--- src/rtl/if_prefetch_buffer.sv ---
// Instruction-fetch prefetch buffer.
//
// Issues word fetches to instruction memory (one request outstanding at a
// time) and queues the returned words with their addresses in a circular
// buffer that feeds the IF/ID register. A redirect from MEM flushes the
// queue and restarts fetching at the new target. A fetch still in flight
// when the redirect arrives is allowed to finish, and its data is dropped.
// Halt stops new issues but lets the queue keep draining to decode.
//
// Ports:
//   clk, reset        clock; asynchronous active-high reset
//   imem_req/addr     fetch request and word-aligned byte address (held while req high)
//   imem_ack/rdata    fetch accepted; rdata valid in the same cycle
//   redirect/_pc      flush and restart at {redirect_pc[31:2], 2'b00}
//   halt              level-sensitive; no new fetch while high
//   dec_valid/ready   head handshake toward IF/ID
//   dec_inst/pc       head entry (zero when the queue is empty)
//   dec_pc_add4       dec_pc + 4 (zero when the queue is empty)
//   occupancy         number of queued entries
module if_prefetch_buffer #(
  parameter int unsigned DEPTH    = 4,
  parameter logic [31:0] RESET_PC = 32'h0
) (
  input  logic                     clk,
  input  logic                     reset,
  output logic                     imem_req,
  output logic [31:0]              imem_addr,
  input  logic                     imem_ack,
  input  logic [31:0]              imem_rdata,
  input  logic                     redirect,
  input  logic [31:0]              redirect_pc,
  input  logic                     halt,
  output logic                     dec_valid,
  input  logic                     dec_ready,
  output logic [31:0]              dec_inst,
  output logic [31:0]              dec_pc,
  output logic [31:0]              dec_pc_add4,
  output logic [$clog2(DEPTH):0]   occupancy
);

  localparam int unsigned AW = $clog2(DEPTH);
  localparam int unsigned CW = AW + 1;
  localparam logic [CW-1:0] FULL = CW'(DEPTH);
  localparam logic [31:0] RESET_PC_A = RESET_PC & 32'hFFFF_FFFC;

  typedef enum logic [1:0] {
    IDLE,
    WAIT_ACK,
    DRAIN
  } state_t;

  state_t        state_q, state_d;
  logic [31:0]   fetch_pc_q, fetch_pc_d;
  logic [31:0]   addr_q, addr_d;
  logic [AW-1:0] rd_ptr_q, wr_ptr_q;
  logic [CW-1:0] count_q, count_d;
  logic [CW-1:0] count_after_deq, count_after_enq;
  logic          enq, deq, flush;
  logic [31:0]   redirect_tgt, pc_plus4;

  logic [31:0]   q_inst [DEPTH];
  logic [31:0]   q_pc   [DEPTH];

  assign redirect_tgt = redirect_pc & 32'hFFFF_FFFC;
  assign pc_plus4     = fetch_pc_q + 32'd4;

  // Next-state and queue-control logic
  always_comb begin
    state_d    = state_q;
    fetch_pc_d = fetch_pc_q;
    addr_d     = addr_q;
    enq        = 1'b0;
    flush      = 1'b0;
    // A redirect cancels any same-edge dequeue.
    deq             = dec_valid && dec_ready && !redirect;
    count_after_deq = count_q - CW'(deq);
    count_after_enq = count_after_deq + CW'(1);

    case (state_q)
      IDLE: begin
        if (redirect) begin
          flush      = 1'b1;
          fetch_pc_d = redirect_tgt;
        end else if (!halt && (count_after_deq < FULL)) begin
          state_d = WAIT_ACK;
          addr_d  = fetch_pc_q;
        end
      end

      WAIT_ACK: begin
        if (redirect) begin
          flush      = 1'b1;
          fetch_pc_d = redirect_tgt;
          if (imem_ack) begin
            // Returned word is stale; go straight to the target.
            if (halt) begin
              state_d = IDLE;
            end else begin
              addr_d = redirect_tgt;
            end
          end else begin
            state_d = DRAIN;
          end
        end else if (imem_ack) begin
          enq        = 1'b1;
          fetch_pc_d = pc_plus4;
          if (!halt && (count_after_enq < FULL)) begin
            addr_d = pc_plus4;
          end else begin
            state_d = IDLE;
          end
        end
      end

      DRAIN: begin
        if (redirect) begin
          fetch_pc_d = redirect_tgt;
          flush      = 1'b1;
        end
        // The ack retires the stale request; its data is never queued.
        // A redirect on the same edge simply replaces the restart target.
        if (imem_ack) begin
          if (halt) begin
            state_d = IDLE;
          end else begin
            state_d = WAIT_ACK;
            addr_d  = redirect ? redirect_tgt : fetch_pc_q;
          end
        end
      end

      default: begin
        state_d = IDLE;
      end
    endcase

    count_d = flush ? '0 : (count_after_deq + CW'(enq));
  end

  always_ff @(posedge clk or posedge reset) begin
    if (reset) begin
      state_q    <= IDLE;
      fetch_pc_q <= RESET_PC_A;
      addr_q     <= RESET_PC_A;
      rd_ptr_q   <= '0;
      wr_ptr_q   <= '0;
      count_q    <= '0;
    end else begin
      state_q    <= state_d;
      fetch_pc_q <= fetch_pc_d;
      addr_q     <= addr_d;
      count_q    <= count_d;
      if (flush) begin
        rd_ptr_q <= '0;
        wr_ptr_q <= '0;
      end else begin
        if (enq) wr_ptr_q <= wr_ptr_q + AW'(1);
        if (deq) rd_ptr_q <= rd_ptr_q + AW'(1);
      end
    end
  end

  // Queue storage needs no reset: outputs are gated by dec_valid.
  always_ff @(posedge clk) begin
    if (enq) begin
      q_inst[wr_ptr_q] <= imem_rdata;
      q_pc[wr_ptr_q]   <= fetch_pc_q;
    end
  end

  assign imem_req    = (state_q != IDLE);
  assign imem_addr   = addr_q;
  assign occupancy   = count_q;
  assign dec_valid   = (count_q != '0);
  assign dec_inst    = dec_valid ? q_inst[rd_ptr_q] : '0;
  assign dec_pc      = dec_valid ? q_pc[rd_ptr_q] : '0;
  assign dec_pc_add4 = dec_valid ? (q_pc[rd_ptr_q] + 32'd4) : '0;

endmodule

--- config.mk ---
export PLATFORM = sky130hd
export DESIGN_NAME = if_prefetch_buffer
export DESIGN_NICKNAME = d
export VERILOG_FILES = /design/src/rtl/if_prefetch_buffer.sv
export SDC_FILE = /design/constraint.sdc
export NUM_CORES = 1
export LEC_CHECK = 0
export CORE_ASPECT_RATIO = 1.2
export CORE_UTILIZATION = 53
export CTS_BUF_LIST = sky130_fd_sc_hd__clkbuf_4
export DETAILED_ROUTE_END_ITERATION = 10
export DONT_BUFFER_PORTS = 1
export MAX_ROUTING_LAYER = met4
export PLACE_DENSITY_LB_ADDON = 0.2
export SYNTH_ARGS = -nofsm -noshare
export SYNTH_HDL_FRONTEND = slang
export SYNTH_SLANG_ARGS = --single-unit
--- constraint.sdc ---
create_clock -name clk -period 5.5 [get_ports clk]
set_input_delay 0.275 -clock clk [delete_from_list [all_inputs] [get_ports clk]]
set_output_delay 0.275 -clock clk [all_outputs]
set_load 0.01 [all_outputs]
After elaboration in Yosys (flattened, before gate mapping)
Memory sizes are Yosys's and may differ from the RTL's.
Cells that the tools add are included.
{"block": "op_classes", "n_eq_ne": 12, "order_cmp": 2, "muxes": 39, "addsub": 7, "n_reduce_logical": 18}
{"cell": "$mux W32", "count": 15}
{"cell": "$pmux W32 S3", "count": 1}
{"cell": "$add A32 B3 Y32 const B", "count": 2}
{"cell": "$pmux W32 S2", "count": 1}
{"cell": "$mux W2", "count": 12}
{"cell": "$ne A3 B3 Y1 const B", "count": 4}
{"cell": "$ne A2 B2 Y1 const B", "count": 5}
{"cell": "$mux W1", "count": 8}
{"cell": "$reduce_and A8 Y1", "count": 1}
{"cell": "$reduce_bool A2 Y1", "count": 4}
{"cell": "$lt A3 B3 Y1 const B", "count": 2}
{"cell": "$pmux W2 S3", "count": 1}
{"cell": "$reduce_and A6 Y1", "count": 1}
{"cell": "$reduce_bool A3 Y1", "count": 2}
{"cell": "$add A2 B1 Y2 const B", "count": 2}
{"cell": "$logic_and A1 B1 Y1", "count": 4}
{"cell": "$ne A4 B4 Y1 const B", "count": 1}
{"cell": "$add A3 B1 Y3", "count": 1}
{"cell": "$add A3 B1 Y3 const B", "count": 1}
{"cell": "$mux W3", "count": 1}
{"cell": "$reduce_or A3 Y1", "count": 1}
{"cell": "$sub A3 B1 Y3", "count": 1}
{"cell": "$eq A2 B1 Y1 const B", "count": 1}
{"cell": "$eq A2 B2 Y1 const B", "count": 1}
{"cell": "other kinds (4)", "count": 5}
{"block": "totals", "register_bits": 73, "memories": 2, "ram_bits": 256}
{"memory": "q_inst", "words": 4, "word_bits": 32, "read_ports": 1, "rd_clocked_by_memory_dff": 0, "write_ports": 1, "line_no": "61", "text": "logic [31:0] q_inst [DEPTH];"}
{"memory": "q_pc", "words": 4, "word_bits": 32, "read_ports": 1, "rd_clocked_by_memory_dff": 0, "write_ports": 1, "line_no": "62", "text": "logic [31:0] q_pc [DEPTH];"}

Logic depth before layout (Yosys ltp)
Gate-level depths: netlist of run 1.
{"block": "logic_depth", "word_depth": 11, "depth_mapped": 13, "depth_no_buf": 11}

Worst setup path before layout of run 1
No wires, ideal clock.
{"block": "synth_path", "path_kind": "register to register", "from": "reg state_q[1]", "to": "mem q_inst[0][0] (enable)", "path_buffers": 2, "setup_time_ns": 0.429, "stages_incl_launch_ff": 7, "slack_ns": 2.126, "arrival_ns": 2.945, "cell_sequence": "dfrtp_1 > inv_1 > ha_1 > nor2b_1 > clkbuf_1 > clkbuf_1 > and3_1"}
{"block": "synth_via", "elab_chain_cells": 4}
{"item": "start: declaration", "line_no": "52", "text": "state_t state_q, state_d;"}
{"item": "start signal: assignment", "line_no": "149", "text": "state_q <= state_d;"}
{"item": "$eq A2 B1 Y1", "line_no": "79", "text": "case (state_q)"}
{"item": "$mux W1", "line_no": "79"}
{"item": "$mux W1", "line_no": "165", "text": "if (enq) begin"}
{"item": "$mux W1 (not written as such)", "line_no": "166", "text": "q_inst[wr_ptr_q] <= imem_rdata;"}
{"item": "end: declaration", "line_no": "61"}
No other way between the ends.

Worst setup path after layout of run 1
{"block": "layout_path", "from": "reg rd_ptr_q[0]", "to": "out dec_pc_add4[22]"}
{"block": "layout_via", "elab_chain_cells": 3}
{"item": "start: declaration", "line_no": "55", "text": "logic [AW-1:0] rd_ptr_q, wr_ptr_q;"}
{"item": "start signal: assignment", "line_no": "158", "text": "if (deq) rd_ptr_q <= rd_ptr_q + AW'(1);"}
{"item": "$mem_v2 Z4 W32"}
{"item": "$add A32 B3 Y32", "line_no": "177", "text": "assign dec_pc_add4 = dec_valid ? (q_pc[rd_ptr_q] + 32'd4) : '0;"}
{"item": "$mux W32", "line_no": "177"}
{"item": "end: declaration", "line_no": "37", "text": "output logic [31:0] dec_pc_add4,"}
No other way between the ends.

==> results.tsv, run 1 <==
metric	value	unit
crit path launch	rd_ptr_q[0]	
Routed WL per cell	21.4	um
Port Buffers	0	
GPL Wtd Cong	0.885	
core area	28800	um2
Sink Count	329	
number of buffers created by CTS	83	
beginning of the worst register-to-register path	occupancy[2]	
grt ovf	0	
Area Growth Syn to Fin	13.9	%
chip width	159	um
ys async rst share	22.2	%
Clk Tree Root Cell	clkbuf_4	
Crit Path Max Fanout	43	
clock skew	0.0498	ns
Slew Viols, Final	0	
CP peak stage delay	0.91	ns
Post-synth EDFFs	256	
RSZ-0062 raised after global routing	false	
FP Rows	68	
H-tree levels	3	
clock latency on the worst-skew pair	0.72	ns
IO Pins	203	
Vias/cell	6.03	
Tmin final	4.19	ns
most common cell after layout, fill and taps aside	edfxtp_1	
Initial DRC Count	788	
Final nets	1360	
DRC	0	
# setup viols final	0	
register area share after synthesis	60.9	%
period utilisation layout	76.2	%
initial antenna violation count	2	
Post-CTS Setup Bufs	0	
met1 Use GR	34.0	%
count of different cell masters after synthesis	73	
gr usage total	25.6	%
post-route ant nets	0	
dpl ws	1.60	ns
run status	finished, final reports clean	
Top FF cell, synth	edfxtp_1	
Max Clk Rate	238	MHz
Cells after Synth	1170	
max-cap viol count	0	
placed cell areas	15900	um2
Mean Syn Cell Area	13.4	um2
number of global-route vias before repair	10400	
largest net degree at the start of global routing	74	
#FFs+latches synth	329	
Worst setup EP type	output pin	
final worst slack	1.31	ns
worst relative slew slack	19.8	%
gr busiest metal	met2	
post-route setup TNS	0	ns
P_leak	6.28	nW
total iterations of the first detailed-routing run	5	
actual slew at the worst max-slew pin	1.20	ns
Hold Startpoint	redirect	
slowest CP cell	dfrtp_4	
post-route cell area	17800	um2
share of cells above drive strength 1	16.6	%
CTS tree	yes	
initial cell density of the core	54.2	%
hpwl dp	22900	um
power per cell area	494	nW/um2
Netlist Area Pre-Place	15600	um2
critical path type	flip-flop to output pin	
drt total wl	36800	um
met3 Track Usage GR	6.10	%
Synth Warn #	0	
clk buf depth	3	
first-pass GRT wire length	58000	um
die height	190	um
Crit path required time	5.22	ns
Startpoint Class	flip-flop	
Synthesized Nets	1254	
Max VDD drop	0.398	mV
most frequent cells in the layout	256 x edfxtp_1, 122 x clkbuf_4, 99 x nor2_1	
Clk pin slew, worst setup/hold paths	0.06	ns
WP data arrival	3.92	ns
die area	30200	um2
final hold violations	0	
met2 usage	38.8	%
CP Cell Sequence	buf_4, mux4_1, nand3_2, or3b_4, or3_1, a21oi_1	
Tightest Hold Check Type	primary input to flip-flop	
vias post-DR	10400	
## metal layers
layer | wire length, um | up-vias
li1 | - | 4756
met1 | 15800 | 5102
met2 | 17100 | 478
met3 | 3130 | 60
met4 | 737 | 0
met5 | 0 | -
## state kept, by name (all words and copies together), names as in the netlist
name	cells
rd_ptr_q	2
wr_ptr_q	2
q_inst	128
fetch_pc_q	32
state_q	2
imem_addr	32
occupancy	3
q_pc	128
## path summary, 6_finish.rpt
kind | cells after the start | slack, ns | endpoint
max | 6 | 1.31 | dec_pc_add4[22]
min | 3 | 0.06 | imem_addr[26]
max reg2reg | 12 | 1.53 | imem_addr[17]
min reg2reg | 1 | 0.55 | imem_addr[10]
max in group asynchronous | 3 | 4.48 | rd_ptr_q[0]
min in group asynchronous | 3 | 0.31 | state_q[0]
## logic make-up after synthesis
family          after synthesis  share of synthesized area (%)
compound gates              235                           9.72
xor+xnor                     40                           2.24
fa+ha+maj                    14                           1.12
buf+inv                     115                           3.39
flops                       329                           60.9
mux                          79                           10.8
simple gates                358                           11.9
## cells in the mapped netlist, types with 9 or more instances
cell type	instances	area, um2
xnor2_1	16	140
and2_1	71	444
mux4_2	41	923
clkbuf_1	64	240
mux4_1	23	604
mux2i_1	11	110
o21ai_0	64	320
inv_1	28	105
nand4_1	18	113
a221oi_1	15	131
a31oi_1	12	75.1
o31ai_1	11	82.6
edfxtp_1	256	7690
a21oi_1	55	275
xor2_1	24	210
nand3_1	32	160
nand2_1	58	218
ha_1	14	175
dfrtp_1	73	1830
and3_1	15	93.8
a21o_1	10	75.1
nor2_1	99	372
nor2b_1	9	56.3
nor3_1	20	100
## report_power, final
group          switching (W)  internal, W  leakage (nW)
combinational        0.00199      0.00115          2.45
sequential          0.000535      0.00310          3.22
clock               0.000957      0.00106         0.614
## critical path: cells and delay by family (launching register included)
kind,cells,cell delay [ns]
mux,1,0.41
buf+inv,1,0.59
simple gates,3,0.90
compound gates,1,0.35
flops,1,0.91
## final cells by class
class / instances / area [um2]
sequential: 329 / 9520
clock inverter: 23 / 131
inverter: 29 / 109
clock buffer: 122 / 916
tap: 385 / 482
multi-input combinational: 726 / 5590
timing repair buffer: 107 / 1040
antenna: 2 / 5.00
fill: 2289 / 11100
## stage by stage
| stage | cells | utilization [%] | power (W) | hold slack (ns) |
|---|---|---|---|---|
| finish | 1723 | 61.7 | 0.00879 | 0.0644 |
| global route | 1723 | 61.7 | 0.00934 | 0.0404 |
| CTS | 1721 | 61.7 | 0.00887 | 0.00674 |
| detailed placement | 1489 | 55.0 | 0.00674 | 0.374 |
| global placement | 1489 | 55.0 | 0.00668 | 0.374 |
| floorplan | 1170 | - | 0.00598 | 0.374 |
## timing repair
action / in CTS / in global routing
resized for setup: 0 / 0
hold buffers: 87 / 0
endpoints found under the hold margin: 277 / 0
No activity file was read; power rests on OpenSTA's default activity.
==> inputs of run 2 (changes only) <==
==> constraint.sdc (replaced) <==
create_clock -name clk -period 3.4 [get_ports clk]
set_input_delay 0.17 -clock clk [delete_from_list [all_inputs] [get_ports clk]]
set_output_delay 0.17 -clock clk [all_outputs]
set_load 0.01 [all_outputs]
==> results.tsv, run 2 (synthesized netlist as in run 1, its figures left out) <==
metric	value	unit
period utilisation layout	96.3	%
core area	28800	um2
Seq pwr share	38.9	%
share of cells above drive strength 1	21.0	%
Final nets	1396	
hpwl dp	23900	um
Worst Hold Slack	0.0610	ns
die area	30200	um2
initial antenna violation count	1	
clk buf depth	3	
clock latency on the worst-skew pair	0.70	ns
fin util	63.6	%
switching part of the total	38.8	%
Power Internal	0.00911	W
power per cell area	812	nW/um2
Initial DRC Count	802	
Clk pin slew, worst setup/hold paths	0.07	ns
post-route ant nets	0	
largest net degree at the start of global routing	75	
Area Growth Syn to Fin	17.4	%
Crit Path Max Fanout	8	
initial cell density of the core	54.2	%
actual slew at the worst max-slew pin	0.740	ns
Tightest Hold Check Type	primary input to flip-flop	
RSZ-0062 raised after global routing	true	
Max VDD drop	0.608	mV
chip width	159	um
IO Pins	203	
GPL Wtd Cong	0.908	
number of buffers created by CTS	81	
biggest regs	q_inst: 128 flops, q_pc: 128 flops	
Switching Power	0.00578	W
first-pass GRT wire length	58800	um
H-tree levels	3	
number of global-route vias before repair	10700	
final hold violations	0	
Routed WL per cell	21.4	um
DRC	0	
hold depth	2	
Max Clk Rate	305	MHz
# setup viols final	0	
run status	finished, final reports clean	
worst relative slew slack	49.9	%
clock skew	0.0492	ns
Sink Count	329	
Tmin final	3.27	ns
Startpoint Class	flip-flop	
vias post-DR	10600	
most frequent cells in the layout	256 x edfxtp_1, 120 x clkbuf_4, 91 x nor2_1	
placed cell areas	16100	um2
reg2reg setup slack	0.20	ns
WP data arrival	3.10	ns
P_leak	6.53	nW
Vias/cell	5.98	
max-cap viol count	0	
FP Rows	68	
Port Buffers	0	
Crit path required time	3.23	ns
total iterations of the first detailed-routing run	5	
Slew Viols, Final	0	
gr usage total	25.9	%
Worst setup EP type	output pin	
die height	190	um
post-route setup TNS	0	ns
post-route cell area	18300	um2
grt ovf	0	
Clk network pwr share	23.4	%
critical path type	flip-flop to output pin	
CTS tree	yes	
drt total wl	37700	um
FF-to-FF path depth	9	
Clk Tree Root Cell	clkbuf_4	
Comb pwr share	37.7	%
most common cell after layout, fill and taps aside	edfxtp_1	
-- run 2: changes by cell type in the layout (fill, tap and decap cells not counted), moves of 5 or more --
cell	previous run	this run
clkinv_1	15	20
mux4_1	23	8
buf_12	0	8
mux4_2	41	56
nor2_1	99	91
buf_4	20	41
nor2_2	0	8
-- run 2: worst paths after layout --
path,start,endpoint
max,rd_ptr_q[0],dec_pc_add4[22]
min in group asynchronous,reset,imem_addr[22]
min,imem_ack,q_pc[1][24]
max reg2reg,state_q[0],fetch_pc_q[15]
max in group asynchronous,reset,fetch_pc_q[29]
min reg2reg,imem_addr[2],imem_addr[2]
-- run 2: layer usage --
layer,vias to the layer above,share of wire (%),track usage [%]
met5,-,0,-
met4,0,1.9,8.66
met1,5218,42,33.6
li1,4820,-,-
met2,466,48,40.6
met3,54,7.7,5.65
-- run 2: critical path, stage by stage, from the launching register on --
cell and delay (ns):
dfrtp_4 0.57, mux4_2 0.40, ha_2 0.22, and4_4 0.23
nand4_1 0.18, buf_6 0.19, or3_4 0.37, a21oi_4 0.21
-- run 2: per-stage QoR --
stage	cells	setup WS [ns]	power (W)
2_1_floorplan	1170	0.0261	0.00968
3_3_place_gp	1507	0.195	0.0109
3_5_place_dp	1507	0.127	0.0110
4_1_cts	1755	0.00484	0.0148
5_1_grt	1765	-0.0396	0.0158
6_report	1765	0.126	0.0149
-- run 2: final cells by class --
| cell class | instances | area [um2] |
|---|---|---|
| Timing Repair Buffer | 145 | 1480 |
| Sequential cell | 329 | 9520 |
| Antenna cell | 1 | 2.50 |
| Tap cell | 385 | 482 |
| Clock inverter | 30 | 234 |
| Fill cell | 2226 | 10500 |
| Clock buffer | 120 | 901 |
| Multi-Input combinational cell | 726 | 5630 |
| Inverter | 29 | 109 |
-- run 2: repair_timing --
| action | in CTS | in global routing |
|---|---|---|
| setup endpoints to repair | 17 | 38 |
| pin swaps | 2 | 8 |
| endpoints found under the hold margin | 305 | 0 |
| buffers inserted | 8 | 8 |
| gates resized for setup | 18 | 30 |
| cloned | 0 | 1 |
| hold buffers | 90 | 0 |
-- run 2: power groups by stage --
stage	sequential, W	clock, W	combinational [W]
floorplan	0.00549	0	0.00419
global placement	0.00584	0	0.00509
detailed placement	0.00587	0	0.00516
CTS	0.00578	0.00359	0.00547
global route	0.00588	0.00378	0.00614
finish	0.00579	0.00349	0.00561
